File: src/rtl/branch_ctrl.sv
// Conditional-branch resolver with a 16-entry 2-bit predictor and a fixed two-cycle flush/redirect sequence.
// Optional BRANCH_CTRL_STATS_EN adds resolved-branch and mispredict counters.
module branch_ctrl (
`ifdef BRANCH_CTRL_STATS_EN
  output logic [31:0] o_br_count,
  output logic [31:0] o_mispred_count,
`endif
  input  logic        i_clk,
  input  logic        i_rst_n,
  input  logic [31:0] i_if_pc,
  output logic        o_pred_taken,
  input  logic        i_ex_valid,
  input  logic [2:0]  i_ex_funct3,
  input  logic [31:0] i_ex_pc,
  input  logic [31:0] i_ex_target,
  input  logic        i_ex_pred_taken,
  input  logic        i_br_less,
  input  logic        i_br_equal,
  output logic        o_br_un,
  input  logic        i_stall,
  output logic        o_flush,
  output logic        o_redirect_valid,
  output logic [31:0] o_redirect_pc
);

  typedef enum logic [1:0] {RUN = 2'd0, FLUSH1 = 2'd1, FLUSH2 = 2'd2} state_t;

  state_t      state_q, state_d;
  logic [1:0]  ctr_q [16];
  logic [31:0] redirect_pc_q;
  logic        legal, taken, resolve, mispredict;
  logic [3:0]  ex_idx;
  logic        unused_if_pc_bits;

  assign unused_if_pc_bits = ^{i_if_pc[31:6], i_if_pc[1:0]};
  assign ex_idx       = i_ex_pc[5:2];
  assign o_br_un      = i_ex_funct3[1];
  assign o_pred_taken = ctr_q[i_if_pc[5:2]][1];

  always_comb begin
    legal = 1'b1;
    taken = 1'b0;
    case (i_ex_funct3)
      3'b000:          taken = i_br_equal;
      3'b001:          taken = !i_br_equal;
      3'b100, 3'b110:  taken = i_br_less;
      3'b101, 3'b111:  taken = !i_br_less;
      default:         legal = 1'b0;
    endcase
  end

  // Illegal encodings never resolve, so they neither train nor redirect.
  assign resolve    = i_ex_valid && !i_stall && (state_q == RUN) && legal;
  assign mispredict = resolve && (taken != i_ex_pred_taken);

  always_ff @(posedge i_clk or negedge i_rst_n) begin
    if (!i_rst_n) state_q <= RUN;
    else          state_q <= state_d;
  end

  always_comb begin
    state_d = state_q;
    case (state_q)
      RUN:     if (mispredict) state_d = FLUSH1;
      FLUSH1:  state_d = FLUSH2;
      FLUSH2:  state_d = RUN;
      default: state_d = RUN;
    endcase
  end

  always_comb begin
    o_flush          = 1'b0;
    o_redirect_valid = 1'b0;
    case (state_q)
      FLUSH1: begin
        o_flush          = 1'b1;
        o_redirect_valid = 1'b1;
      end
      FLUSH2:  o_flush = 1'b1;
      default: ;
    endcase
  end

  always_ff @(posedge i_clk or negedge i_rst_n) begin
    if (!i_rst_n) begin
      for (int i = 0; i < 16; i++) ctr_q[i] <= 2'b01;
    end else if (resolve) begin
      if (taken && ctr_q[ex_idx] != 2'b11)
        ctr_q[ex_idx] <= ctr_q[ex_idx] + 2'd1;
      else if (!taken && ctr_q[ex_idx] != 2'b00)
        ctr_q[ex_idx] <= ctr_q[ex_idx] - 2'd1;
    end
  end

  always_ff @(posedge i_clk or negedge i_rst_n) begin
    if (!i_rst_n)     redirect_pc_q <= 32'd0;
    else if (resolve) redirect_pc_q <= taken ? i_ex_target : i_ex_pc + 32'd4;
  end

  assign o_redirect_pc = redirect_pc_q;

`ifdef BRANCH_CTRL_STATS_EN
  logic [31:0] br_count_q, mispred_count_q;

  always_ff @(posedge i_clk or negedge i_rst_n) begin
    if (!i_rst_n) begin
      br_count_q      <= 32'd0;
      mispred_count_q <= 32'd0;
    end else begin
      if (resolve)    br_count_q      <= br_count_q + 32'd1;
      if (mispredict) mispred_count_q <= mispred_count_q + 32'd1;
    end
  end

  assign o_br_count      = br_count_q;
  assign o_mispred_count = mispred_count_q;
`endif

endmodule

File: config.mk
export PLATFORM = sky130hd
export DESIGN_NAME = branch_ctrl
export DESIGN_NICKNAME = d
export VERILOG_FILES = /design/src/rtl/branch_ctrl.sv
export SDC_FILE = /design/constraint.sdc
export NUM_CORES = 1
export LEC_CHECK = 0
export ABC_AREA = 1
export CORE_UTILIZATION = 44
export CTS_CLUSTER_DIAMETER = 150
export DETAILED_ROUTE_END_ITERATION = 7
export GPL_TIMING_DRIVEN = 0
export PLACE_DENSITY = 0.86
export SYNTH_ARGS = -nofsm -noshare
export SYNTH_HDL_FRONTEND = slang
export SYNTH_SLANG_ARGS = --single-unit
File: constraint.sdc
create_clock -name i_clk -period 2.3 [get_ports i_clk]
set_clock_uncertainty 0.15 [all_clocks]
set_input_delay 0.23 -clock i_clk [delete_from_list [all_inputs] [get_ports i_clk]]
set_output_delay 0.23 -clock i_clk [all_outputs]
set_load 0.1 [all_outputs]
# Word level (Yosys, flattened, before mapping)
# Cells that the tools add are included.
# Widths: inputs -> output; s select.
# totals
mem_bits_rw,0
output_inout_bits,36
n_memories,0
ff_bits,66
in_bits,106
rom_bits,0
latch_bits,0
elab_cells,75
# classes
n_eq_ne,10
n_addsub,3
reduce_logical,20
multipliers,0
n_bitwise,2
n_mux,19
n_shift,0
div_mod_pow,0
n_lt_le_gt_ge,3
# op_table
op,count
$mux 32,3
$bwmux 32,2
$add 32x3->32 const B,1
$bmux 2 s4,2
$eq 3x3->1 const B,4
$mux 2,6
$ge 5x5->1 const B,2
$not 4->5,2
$demux 2 s4,1
$logic_and 1x1->1,7
$reduce_or 2->1,3
$reduce_or 6->1,1
$lt 5x1->1 const B,1
$logic_not 1->1,4
$ne 2x2->1 const B,2
$pmux 1 s4,1
$pmux 2 s2,1
$reduce_bool 2->1,2
$eq 3x1->1 const B,1
$logic_not 3->1,1
$mux 1,3
$add 2x1->2 const B,1
$eq 2x1->1 const B,1
$eq 2x2->1 const B,1
4 further kinds,4

# Depth between registers and ports, before layout
# Gate-level depths: netlist (run 1).
# logic_depth
ltp_word,8
depth_mapped,19
ltp_nobuf,16

# Worst setup path after synthesis (run 1)
# OpenSTA, ideal clock, no wires.
# synth_timing
kind,register to register
startpoint,register (tool-made name)
endpoint,register ctr_q[23] (netlist bit)
stages_incl_launch_ff,16
synth_period_minus_slack_ns,2.284
required_time_ns,2.033
setup_time_ns,0.117
path_buffers,2
t_arrival_ns,2.017
path_slack_ns,0.016
path_cell_list,dfstp_2 > nand2_1 > nand3_1 > nand2_1 > nand2_1 > nand2_1 > nor2_4 > buf_12 > inv_2 > ha_1 > nand3b_1 > nand2_4 > buf_4 > nand3_1 > nand2_1 > nand2_1
# synth_rtl
item,line,source
"end signal, assigned by index",89,ctr_q[ex_idx] <= ctr_q[ex_idx] + 2'd1;
"end signal, assigned by index",91,ctr_q[ex_idx] <= ctr_q[ex_idx] - 2'd1;
"end, declared",29,logic [1:0] ctr_q [16];

==> flow_metrics.tcl, run 1 <==
set metrics [dict create \
    setup_slack_ns -0.159 \
    max_cap_viol_count 0 \
    rows 37 \
    final_cell_mix "225 x nand2_1, 104 x nor2_1, 101 x clkdlybuf4s50_1, 55 x nand3_1, 52 x inv_1" \
    synth_ff_type "dfrtp_1" \
    crit_path_max_fanout 5 \
    drt-vias-per-instance 5.39 \
    wl_per_cell_um 16.4 \
    end_kind "register" \
    p_per_area_mw_per_mm2 1060 \
    mappedNetlistArea_mm2 0.00478 \
    status "finished, violations left" \
    clkTransAtPathRegs_ns 0.09 \
    grt-ovfl-total 0 \
    setup_viol 22 \
    io_buffers 111 \
    drc_errors 0 \
    dp_hpwl_um 11300 \
    antenna_left 0 \
    clk_path_buf_depth 2 \
    worstPathRequired_ns 2.43 \
    drt_iter0_markers 593 \
    pre_cts_slack_ns -0.997 \
    grt_use_met2_pct 46.3 \
    numCtsBuffers 9 \
    drt-total-wl_um 16500 \
    grt_util_all_layers_pct 29.4 \
    cts_max_level 3 \
    fill_cells 854 \
    post-route-period-util_pct 107 \
    layout_commonest_cell "nand2_1" \
    rsz0062_at_grt "true" \
    antenna_found_initial 0 \
    r2r_setup_slack_ns -0.16 \
    hp-class "in2reg" \
    syn_area_per_cell_um2 6.55 \
    core_mm2 0.0104 \
    grt_pass1_vias 5283 \
    use_met3_pct 6.38 \
    crit_type "reg2reg" \
    vias 5438 \
    clk_latency_ns 0.37 \
    violations "negative setup slack" \
    initial_core_util_pct 45.9 \
    io_pins 142 \
    ys_seq_elements 66 \
    synth_nets 845 \
    grt_max_degree 67 \
    gp_congestion 0.935 \
    worst-slew-pin-transition_ns 1.04 \
    area_delta_synth_final_pct 43.2 \
    layout.nets 982 \
    fmax_mhz 407 \
    synth-async-reset-ratio_pct 100 \
    maxSlewHeadroom_pct 30.3 \
    p_leak_uw 0.00310 \
    diodes 0 \
    final_cells 1008 \
    synth-seq-area-share_pct 35.0 \
    finalHoldViolations 0 \
    ys_warn_count 0 \
    crit_path_start_kind "register" \
    ctsRootBufferMaster "clkbuf_8" \
    firstDrtPassIters 8 \
    slew_violations 0 \
    die_area_mm2 0.0113 \
    synth-edff-count 0 \
    grt_use_met1_pct 37.9 \
    syn_inst 730 \
    busiest_layer "met2" \
    period_minus_slack_ns 2.46 \
    cts_tree "built" \
    die_w_um 106 \
    grt_pass1_wl_um 25800 \
    dp_cells 977 \
    clkSinkCount 66 \
    drive_gt1_share_pct 21.1 \
    die_h_um 106 \
    peakVddDrop_mv 1.23 \
    crit_arrival_ns 2.59 \
    yosysUniqueCellTypes 35 \
]
[metal layers]
layer / part of all wire (%) / up-vias
li1: - / 2600
met1: 40 / 2444
met2: 45 / 324
met3: 9.7 / 70
met4: 4.5 / 0
met5: 0 / -
[synthesized netlist by cell type, drive strengths merged (3+ instances only)]
| cell type | number | share of area, % |
|---|---|---|
| buf | 20 | 3.3 |
| nand3 | 85 | 9.1 |
| nand3b | 3 | 0.47 |
| a21oi | 27 | 2.9 |
| dfstp | 16 | 8.8 |
| xnor2 | 3 | 0.55 |
| nor2 | 116 | 10 |
| ha | 9 | 2.4 |
| inv | 62 | 5.0 |
| clkbuf | 8 | 0.65 |
| nand2 | 263 | 22 |
| nand4 | 6 | 0.79 |
| dfrtp | 50 | 26 |
| clkinv | 3 | 0.26 |
| o21ai | 51 | 6.0 |
| o211ai | 6 | 0.94 |
[through the flow]
stage / power (uW) / hold slack [ns] / setup TNS [ns] / utilization [%] / cell area [um^2]
global route: 7540 / 0.281 / -3.77 / 65.8 / 6850
detailed placement: 5810 / 0.241 / -31.82 / 58.2 / 6060
floorplan: 4760 / -0.216 / 0 / - / 4780
finish: 7290 / 0.258 / -1.19 / 65.8 / 6850
CTS: 7210 / 0.264 / -0.932 / 64.5 / 6720
global placement: 5760 / 0.312 / -105.53 / 58.2 / 6060
[worst max-delay path: stages, from the launching register on]
cell,delay [ns]
dfrtp_1,0.40
inv_1,0.10
a21oi_1,0.09
o21ai_2,0.08
o21ai_1,0.08
nand2_1,0.09
nand2_2,0.07
nor2_4,0.17
inv_1,0.10
ha_4,0.17
inv_4,0.08
nand2_4,0.08
nand2_4,0.11
buf_12,0.13
nand3_1,0.19
nand2_1,0.19
o21ai_2,0.09
[final cells by class]
cell class	count	area, um^2	area share [%]
plain buffers	26	183	2.67
clock buffers	11	151	2.21
clock inverters	5	100	1.46
inverters	65	255	3.73
multi-input cells	571	3040	44.4
flip-flops and latches	66	1670	24.4
well taps	136	170	2.48
repair buffers	128	1280	18.6
[logic make-up (layout without fill, tap and decap cells)]
logic type / count (synthesis) / count (layout) / synth area share (%)
and+or+nand+nor: 474 / 474 / 42.8
buffers and inverters: 93 / 235 / 9.24
AOI/OAI and AO/OA: 84 / 84 / 9.89
DFF: 66 / 66 / 35.0
adders and majority gates: 9 / 9 / 2.35
xor gates and xnor gates: 4 / 4 / 0.733
[timing repair]
item	4_1_cts	5_1_grt
hold endpoints to repair	50	0
endpoints found under the setup margin	36	35
buffers inserted	10	4
gates cloned	2	0
pin swaps	18	25
hold buffers	1	0
gates resized for setup	80	50
[worst paths after layout]
path,from,end,depth (start not counted)
min,i_ex_pc[0],o_redirect_pc[0]$_DFFE_PN0P_,3
max reg2reg,ctr_q[21]$_DFFE_PN0P_,register,16
min reg2reg,register,register,2
max in group asynchronous,i_rst_n,o_redirect_pc[25]$_DFFE_PN0P_,2
min in group asynchronous,i_rst_n,ctr_q[5]$_DFFE_PN0P_,2
max,ctr_q[21]$_DFFE_PN0P_,register,16
[report_power, final]
part	internal, uW	switching (uW)	total (uW)
Combinational	1040	3190	4230
Clock	776	495	1270
Sequential	1570	222	1790
(Power assumes the default switching activity.)
==> run 2, diff against run 1 <==
--- a/config.mk
+++ b/config.mk
@@ -5,8 +5,8 @@
 export SDC_FILE = /design/constraint.sdc
 export NUM_CORES = 1
 export LEC_CHECK = 0
-export ABC_AREA = 1
-export CORE_UTILIZATION = 44
+export CAP_MARGIN = 20
+export CORE_UTILIZATION = 42
 export CTS_CLUSTER_DIAMETER = 150
 export DETAILED_ROUTE_END_ITERATION = 7
 export GPL_TIMING_DRIVEN = 0
==> flow_metrics.tcl, run 2 <==
set metrics [dict create \
    synth_ff_type "dfrtp_1" \
    synth-async-reset-ratio_pct 100 \
    ys_warn_count 0 \
    finalHoldViolations 0 \
    syn_inst 391 \
    grt_util_all_layers_pct 26.2 \
    drc_errors 0 \
    max_cap_viol_count 0 \
    final_cells 664 \
    layout.nets 645 \
    dp_cells 633 \
    setup_tns_ns -18.49 \
    mappedNetlistArea_mm2 0.00413 \
    busiest_layer "met2" \
    synth_top_cell_by_area "dfrtp_1" \
    rsz0062_at_grt "true" \
    p_sw_uw 3890 \
    setup_slack_ns -0.649 \
    area_delta_synth_final_pct 45.2 \
    crit_path_max_fanout 4 \
    power_frac_clock_pct 16.7 \
    grt_use_met2_pct 45.1 \
    peakVddDrop_mv 0.743 \
    synth-edff-count 0 \
    synth_nets 506 \
    antenna_left 0 \
    grt-ovfl-total 0 \
    clkSinkCount 66 \
    drt_iter0_markers 211 \
    slew_violations 0 \
    grt_pass1_wl_um 20100 \
    dp_hpwl_um 8900 \
    drive_gt1_share_pct 27.5 \
    syn_area_per_cell_um2 10.6 \
    slowest_stage "mux4_2" \
    max_stage_delay_ns 0.55 \
    use_met3_pct 4.69 \
    p_comb_share_pct 59.0 \
    cts_max_level 3 \
    hold_start "i_ex_pc[1]" \
    synth.top_cells.by_area "dfrtp_1 30%, dfstp_2 10%, mux2_2 9.3%" \
    die_h_um 101 \
    worstReg2RegStart "ctr_q[1]$_DFFE_PN0P_" \
    gp_congestion 0.876 \
    pre_cts_slack_ns -1.50 \
    crit_arrival_ns 3.03 \
    clk_latency_ns 0.36 \
    core_mm2 0.00937 \
    final_cell_mix "105 x clkdlybuf4s50_1, 50 x dfrtp_1, 31 x nand3_1, 30 x nand2_1" \
    synth-seq-area-share_pct 40.5 \
    fmax_mhz 339 \
    numCtsBuffers 9 \
    die_area_mm2 0.0102 \
    maxSlewHeadroom_pct 32.1 \
    p_leak_uw 0.00249 \
    crit_type "reg2reg" \
    netSwitchingFraction_pct 52.2 \
    power_frac_seq_pct 24.4 \
    p_per_area_mw_per_mm2 1250 \
    drt-total-wl_um 13000 \
    setup_viol 33 \
    cp_cell_sequence "mux4_2, mux4_2, ha_4, mux2_4, nor4b_4, mux2_4" \
    clk_path_buf_depth 2 \
    grt_max_degree 67 \
    netlist.area_leader.share_pct 30.3 \
    post-route-period-util_pct 128 \
    finalPower_uw 7460 \
    io_pins 142 \
    worstPathRequired_ns 2.38 \
    hp-class "in2reg" \
    die_w_um 101 \
    diodes 0 \
    status "finished, violations left" \
    violations "negative setup slack" \
    yosysUniqueCellTypes 42 \
    cts_tree "built" \
    worst-slew-pin-transition_ns 1.02 \
    io_buffers 113 \
    clkTransAtPathRegs_ns 0.08 \
    grt_pass1_vias 3913 \
    ys_seq_elements 66 \
    hold_ws_ns 0.292 \
    antenna_found_initial 0 \
    firstDrtPassIters 6 \
    crit_path_start "ctr_q[1]$_DFFE_PN0P_" \
    crit_path_start_kind "register" \
    vias 3769 \
    drt-vias-per-instance 5.68 \
    end_kind "register" \
    initial_core_util_pct 44.0 \
    rows 35 \
    synth_common_cells "50 x dfrtp_1, 35 x nor2_1, 34 x mux2_2" \
    period_minus_slack_ns 2.95 \
    layout_commonest_cell "clkdlybuf4s50_1" \
    ctsRootBufferMaster "clkbuf_8" \
    wl_per_cell_um 19.5 \
    grt_use_met1_pct 31.3 \
    yosysMostFrequentCell "dfrtp_1" \
    p_int_uw 3570 \
]
==> run 2: worst max-delay path, delay by kind of cell, from the launching register on <==
| kind | cells | cell delay [ns] |
|---|---|---|
| simple gates | 1 | 0.38 |
| mux | 4 | 1.70 |
| flops | 1 | 0.41 |
| fa+ha+maj | 1 | 0.19 |
==> run 2: per-stage QoR <==
| step | utilization [%] | instance area, um^2 |
|---|---|---|
| 2_1_floorplan | - | 4150 |
| 3_3_place_gp | 58.1 | 5450 |
| 3_5_place_dp | 58.1 | 5440 |
| 4_1_cts | 63.4 | 5940 |
| 5_1_grt | 64.0 | 5990 |
| 6_report | 64.0 | 5990 |
==> run 2: power groups by stage <==
stage | sequential, uW | combinational (uW) | clock [uW]
floorplan | 3820 | 1080 | 0
global placement | 1810 | 4090 | 0
detailed placement | 1840 | 4160 | 0
CTS | 1820 | 4350 | 1240
global route | 1860 | 4550 | 1320
finish | 1820 | 4400 | 1240
==> run 2: kinds of logic after synthesis <==
group | Yosys count | synth area share [%]
AOI/OAI and AO/OA | 61 | 8.31
xor gates and xnor gates | 28 | 5.94
adders and majority gates | 9 | 2.73
buffers and inverters | 34 | 4.61
DFF | 66 | 40.5
muxes | 55 | 19.5
and+or+nand+nor | 138 | 18.5
==> run 2: metal layers <==
layer / share of wire, % / wire length [um]
met1: 39 / 5050
met2: 50 / 6470
met3: 8.4 / 1090
met4: 2.9 / 374
met5: 0 / 0
==> run 2: final cells by class <==
type                    count  area, um^2
well taps                 129         161
inverters                   7        28.8
clock inverters             6         113
plain buffers              26         184
fillers                   731        3380
flip-flops and latches     66        1670
multi-input cells         291        2430
clock buffers              10         138
repair buffers            129        1260
==> run 2: path summary, 6_finish.rpt <==
kind	cells past startpoint	end	slack, ns
worst min-delay path	3	o_redirect_pc[1]$_DFFE_PN0P_	0.29
worst min register to register	2	o_redirect_pc[22]$_DFFE_PN0P_	0.34
worst max-delay path	6	ctr_q[7]$_DFFE_PN0P_	-0.65
worst max register to register	6	ctr_q[7]$_DFFE_PN0P_	-0.65
max in group asynchronous	2	ctr_q[17]$_DFFE_PN0P_	1.07
min in group asynchronous	2	o_redirect_pc[13]$_DFFE_PN0P_	0.37
==> run 2: timing repair <==
action                                  in CTS  in global routing
gates resized for setup                     59                 21
cloned                                       1                  0
hold buffers                                 1                  0
endpoints found under the hold margin       50                  0
endpoints found under the setup margin      56                 66
buffers inserted                            10                  4
pin swaps                                    9                  8
